$ cat config.mk
export PLATFORM = sky130hd
export DESIGN_NAME = ml_accel_ctrl
export DESIGN_NICKNAME = d
export VERILOG_FILES = /design/src/rtl/ml_accel_ctrl.sv
export SDC_FILE = /design/constraint.sdc
export NUM_CORES = 1
export LEC_CHECK = 0
export BUFFER_PORTS_ARGS = -buffer_cell sky130_fd_sc_hd__buf_2
export CELL_PAD_IN_SITES_DETAIL_PLACEMENT = 1
export CELL_PAD_IN_SITES_GLOBAL_PLACEMENT = 1
export CORE_ASPECT_RATIO = 1.4
export CORE_UTILIZATION = 44
export DETAILED_ROUTE_END_ITERATION = 10
export HOLD_SLACK_MARGIN = 0.02
export PLACE_DENSITY_LB_ADDON = 0.2
export SLEW_MARGIN = 15
export SYNTH_ARGS = -nofsm -noshare
export SYNTH_HDL_FRONTEND = slang
export SYNTH_SLANG_ARGS = --single-unit
$ cat constraint.sdc
create_clock -name clk -period 2.4 [get_ports clk]
set_input_delay 0.48 -clock clk [delete_from_list [all_inputs] [get_ports clk]]
set_output_delay 0.48 -clock clk [all_outputs]
set_load 0.01 [all_outputs]
$ cat src/rtl/ml_accel_ctrl.sv
// Accelerator control FSM: streams a DIM x DIM operand matrix into a local buffer,
// runs the compute engine under a watchdog and holds DONE/ERROR until the host acks.
module ml_accel_ctrl #(
  parameter int unsigned DATA_W  = 8,
  parameter int unsigned DIM     = 2,
  parameter int unsigned TIMEOUT = 256,
  localparam int unsigned NUM_ELEM = DIM * DIM,
  localparam int unsigned AW = (NUM_ELEM > 1) ? $clog2(NUM_ELEM) : 1,
  localparam int unsigned CW = $clog2(NUM_ELEM + 1),
  localparam int unsigned TW = (TIMEOUT > 0) ? $clog2(TIMEOUT + 1) : 1
) (
  input  logic              clk,
  input  logic              reset_n,
  input  logic              start,
  input  logic              in_valid,
  input  logic [DATA_W-1:0] in_data,
  output logic              in_ready,
  input  logic [AW-1:0]     rd_addr,
  output logic [DATA_W-1:0] rd_data,
  input  logic              done,
  input  logic              ack,
  output logic              idle,
  output logic              busy,
  output logic              compute_en,
  output logic              done_flag,
  output logic              error,
  output logic [CW-1:0]     count
);

  typedef enum logic [2:0] {
    S_IDLE  = 3'd0,
    S_LOAD  = 3'd1,
    S_BUSY  = 3'd2,
    S_DONE  = 3'd3,
    S_ERROR = 3'd4
  } state_e;

  localparam logic [CW-1:0] LAST_IDX = CW'(NUM_ELEM - 1);
  localparam logic [TW-1:0] TIMER_LIM = TW'((TIMEOUT == 0) ? 0 : TIMEOUT - 1);

  state_e            state_q, state_d;
  logic [CW-1:0]     count_q, count_d;
  logic [TW-1:0]     timer_q, timer_d;
  logic [DATA_W-1:0] mem_q [NUM_ELEM];
  logic [DATA_W-1:0] mem_d [NUM_ELEM];

  // State, counters and operand buffer
  always_ff @(posedge clk) begin
    if (!reset_n) begin
      state_q <= S_IDLE;
      count_q <= '0;
      timer_q <= '0;
      for (int i = 0; i < int'(NUM_ELEM); i++) mem_q[i] <= '0;
    end else begin
      state_q <= state_d;
      count_q <= count_d;
      timer_q <= timer_d;
      for (int i = 0; i < int'(NUM_ELEM); i++) mem_q[i] <= mem_d[i];
    end
  end

  // Next-state logic; buffer written only on accepted LOAD beats
  always_comb begin
    state_d = state_q;
    count_d = count_q;
    timer_d = timer_q;
    for (int i = 0; i < int'(NUM_ELEM); i++) mem_d[i] = mem_q[i];

    case (state_q)
      S_IDLE: begin
        if (start) begin
          state_d = S_LOAD;
          count_d = '0;
        end
      end
      S_LOAD: begin
        if (in_valid) begin
          for (int i = 0; i < int'(NUM_ELEM); i++) begin
            if (count_q == CW'(i)) mem_d[i] = in_data;
          end
          count_d = count_q + CW'(1);
          if (count_q == LAST_IDX) begin
            state_d = S_BUSY;
            timer_d = '0;
          end
        end
      end
      S_BUSY: begin
        timer_d = timer_q + TW'(1);
        // done has priority over a simultaneous watchdog expiry
        if (done) begin
          state_d = S_DONE;
        end else if ((TIMEOUT != 0) && (timer_q == TIMER_LIM)) begin
          state_d = S_ERROR;
        end
      end
      S_DONE, S_ERROR: begin
        if (ack) state_d = S_IDLE;
      end
      default: state_d = S_IDLE;
    endcase
  end

  // Random-access read port; out-of-range addresses return zero
  always_comb begin
    rd_data = '0;
    for (int i = 0; i < int'(NUM_ELEM); i++) begin
      if (rd_addr == AW'(i)) rd_data = mem_q[i];
    end
  end

  assign idle       = (state_q == S_IDLE);
  assign in_ready   = (state_q == S_LOAD);
  assign busy       = (state_q == S_BUSY);
  assign compute_en = busy;
  assign done_flag  = (state_q == S_DONE);
  assign error      = (state_q == S_ERROR);
  assign count      = count_q;

endmodule
==> results_dict.tcl <==
set metrics [dict create \
    status "finished, final reports clean" \
    nets 291 \
    clk_pin_slew_ns 0.09 \
    dr.first_iter.drc_count 49 \
    pin_count 33 \
    worstSkewPairLatency_ns 0.29 \
    use_met1_pct 21.73 \
    yosysWarnings 0 \
    netlist_instances 238 \
    worst_slew_pin_slew_ns 0.6513 \
    port_buffers 32 \
    yosysSeqAreaShare_pct 39.50 \
    grt_pass1_vias 1747 \
    dp.final_hpwl_um 3787 \
    gr-total-overflow 0 \
    swShare_pct 24.73 \
    core_mm2 0.005197 \
    critical_path.cell_chain "or3b_1 > inv_2 > buf_2" \
    busiest_layer "met2" \
    worstPathRequired_ns 1.92 \
    peakVddDrop_uv 292.9 \
    fin_ws_ns 0.2548 \
    h-tree-depth 2 \
    fmaxAchievable_mhz 466.2 \
    routedWlPerCell_um 15.11 \
    ctsHoldBuffers 0 \
    rows 31 \
    syn-cell-area_mm2 0.002382 \
    synth_nets 261 \
    synthFlopType "dfxtp_1" \
    drc 0 \
    synth-xor-area-share_pct 2.206 \
    grt_util_met3_pct 2.806 \
    grt.total_usage_pct 19.21 \
    place_congestion 0.7419 \
    initial_core_util_pct 45.84 \
    crit_arrival_ns 1.67 \
    hold_slack_ns 0.4534 \
    path_max_fanout 17 \
    drv_cap 0 \
    fin_crit_sh_pct 89.38 \
    postRouteWirelength_um 5061 \
    hp-class "in -> reg" \
    drive_above_1_share_pct 24.16 \
    synth-simple-area-share_pct 23.11 \
    dr_total_vias 1789 \
    p_seq_share_pct 57.1 \
    post_cts_buffers 0 \
    power.total_mw 1.391 \
    async_reset_ff_share_pct 0 \
    antenna_left 0 \
    cts_resized 0 \
    worstSetupPathType "reg -> out" \
    power.density_mw_per_mm2 519.9 \
    fp.dieW_um 64.19 \
    slowest_delay_ns 0.75 \
    dp_cells 327 \
    cts_made_buffers 5 \
    nFillCells 622 \
    synth_top_family_by_area "simple AND/OR/NAND/NOR gates" \
    syn_to_final_growth_pct 12.34 \
    clock-sinks 47 \
    grt_start_max_net_pins 33 \
    fin_crit_ns 2.145 \
    dr.pass1.iters 4 \
    p_clk_share_pct 34.5 \
    syn_area_per_cell_um2 10.01 \
    vias_per_cell 5.340 \
    finalHoldViolCount 0 \
    ys_seq_elements 47 \
    dpl-instance-area_mm2 0.002589 \
    synth-edff-count 0 \
    grt_setup_unrepaired "false" \
    power_switching_mw 0.3441 \
    synth_compound_area_share_pct 8.981 \
    report.final.slew_viol_count 0 \
    cpMaxStageDelayCell "dfxtp_1" \
    grt_pass1_wl_um 8355 \
    muxShareOfSynthArea_pct 18.49 \
    fin_util_pct 51.49 \
    clockRootBuffer "clkbuf_8" \
    slew-limit-headroom_pct 56.52 \
    pre_cts_ws_ns 0.4463 \
    p_comb_share_pct 8.4 \
    finalNonFillerCells 335 \
    die_area_mm2 0.005716 \
    fin_setup_tns_ns 0 \
    intPower_mw 1.047 \
    cp-start-kind "register" \
    cts_tree "yes" \
    stdcell_area_mm2 0.002676 \
    worst_setup_path_end_kind "output port" \
    yosysUniqueCellTypes 41 \
    synth_fa_ha_area_share_pct 3.676 \
    met2_usage_pct 36.46 \
    antenna_cells 0 \
    power.leakage_nw 1.165 \
    finalSetupViolCount 0 \
    clock_path_buffers 2 \
    die_height_um 89.06 \
    antenna_found_initial 0 \
    fin_skew_ns 0.006832 \
]
## state kept, by name (all words and copies together) (netlist names)
name and cells:
timer_q 9, state_q 3, count 3, mem_q 32
## worst max-delay path: cells and delay by family, from the launching register on
kind                   cells  cell delay [ns]
buffers and inverters      2             0.22
flip-flops                 1             0.75
AND/OR/NAND/NOR            1             0.40
## final cells by class
type	instances	area (um2)	share of cell area (%)
Tap cell	66	82.58	3.086
Clock inverter	3	18.77	0.7013
Timing Repair Buffer	36	190.2	7.106
Multi-Input combinational cell	170	1345	50.26
Inverter	8	30.03	1.122
Sequential cell	47	940.9	35.16
Clock buffer	5	68.82	2.571
## cell families after synthesis
group | count (synthesis)
and+or+nand+nor | 97
muxes | 34
buffers and inverters | 21
adders and majority gates | 7
DFF | 47
xor gates and xnor gates | 6
AOI/OAI and AO/OA | 26
## layout by cell type, fill, tap and decap left out, types with 5 or more instances in the layout
master,n
nor2b_1,30
mux2i_1,26
clkbuf_8,5
nand2_1,25
nor2_1,13
dfxtp_1,47
inv_1,6
mux4_2,8
a21boi_1,11
buf_2,32
ha_1,7
xnor2_1,6
## layer usage
layer | share of wire, % | vias to the layer above | wire, um
li1 | - | 876 | -
met3 | 2.3 | 7 | 114
met1 | 42 | 877 | 2104
met4 | 1.5 | 0 | 78
met5 | 0 | - | 0
met2 | 55 | 29 | 2763
## worst paths after layout
path,from,endpoint,slack (ns),cells after the start
setup reg to reg,count[0],state_q[0],0.56,6
setup / recovery,state_q[2],busy,0.25,3
hold / removal,in_data[0],mem_q[3][0],0.45,3
hold reg to reg,mem_q[3][4],mem_q[3][4],0.46,2
## cell usage after synthesis, types with 2 or more instances
library cell / count / share of area (%)
a2111oi_2: 4 / 2.5
a21boi_1: 11 / 3.5
a21oi_1: 2 / 0.42
and2_1: 3 / 0.79
and3b_1: 2 / 0.74
buf_2: 5 / 1.1
clkbuf_1: 5 / 0.79
dfxtp_1: 47 / 39
ha_1: 7 / 3.7
inv_1: 6 / 0.95
mux2i_1: 26 / 11
mux4_2: 8 / 7.6
nand2_1: 25 / 3.9
nand2b_1: 3 / 0.79
nand3_1: 4 / 0.84
nand3_2: 3 / 1.3
nor2_1: 13 / 2.0
nor2_2: 4 / 1.1
nor2b_1: 30 / 7.9
o21ai_1: 2 / 0.42
o21bai_1: 2 / 0.63
or3b_1: 2 / 0.74
xnor2_1: 6 / 2.2
## power by group through the flow
stage | combinational (mW) | clock [mW] | sequential [mW]
after floorplan | 0.0778 | 0 | 0.812
after global placement | 0.116 | 0 | 0.813
after detailed placement | 0.118 | 0 | 0.814
after CTS | 0.119 | 0.506 | 0.795
after global routing | 0.127 | 0.539 | 0.797
final | 0.116 | 0.480 | 0.795
(Power assumes the default switching activity.)
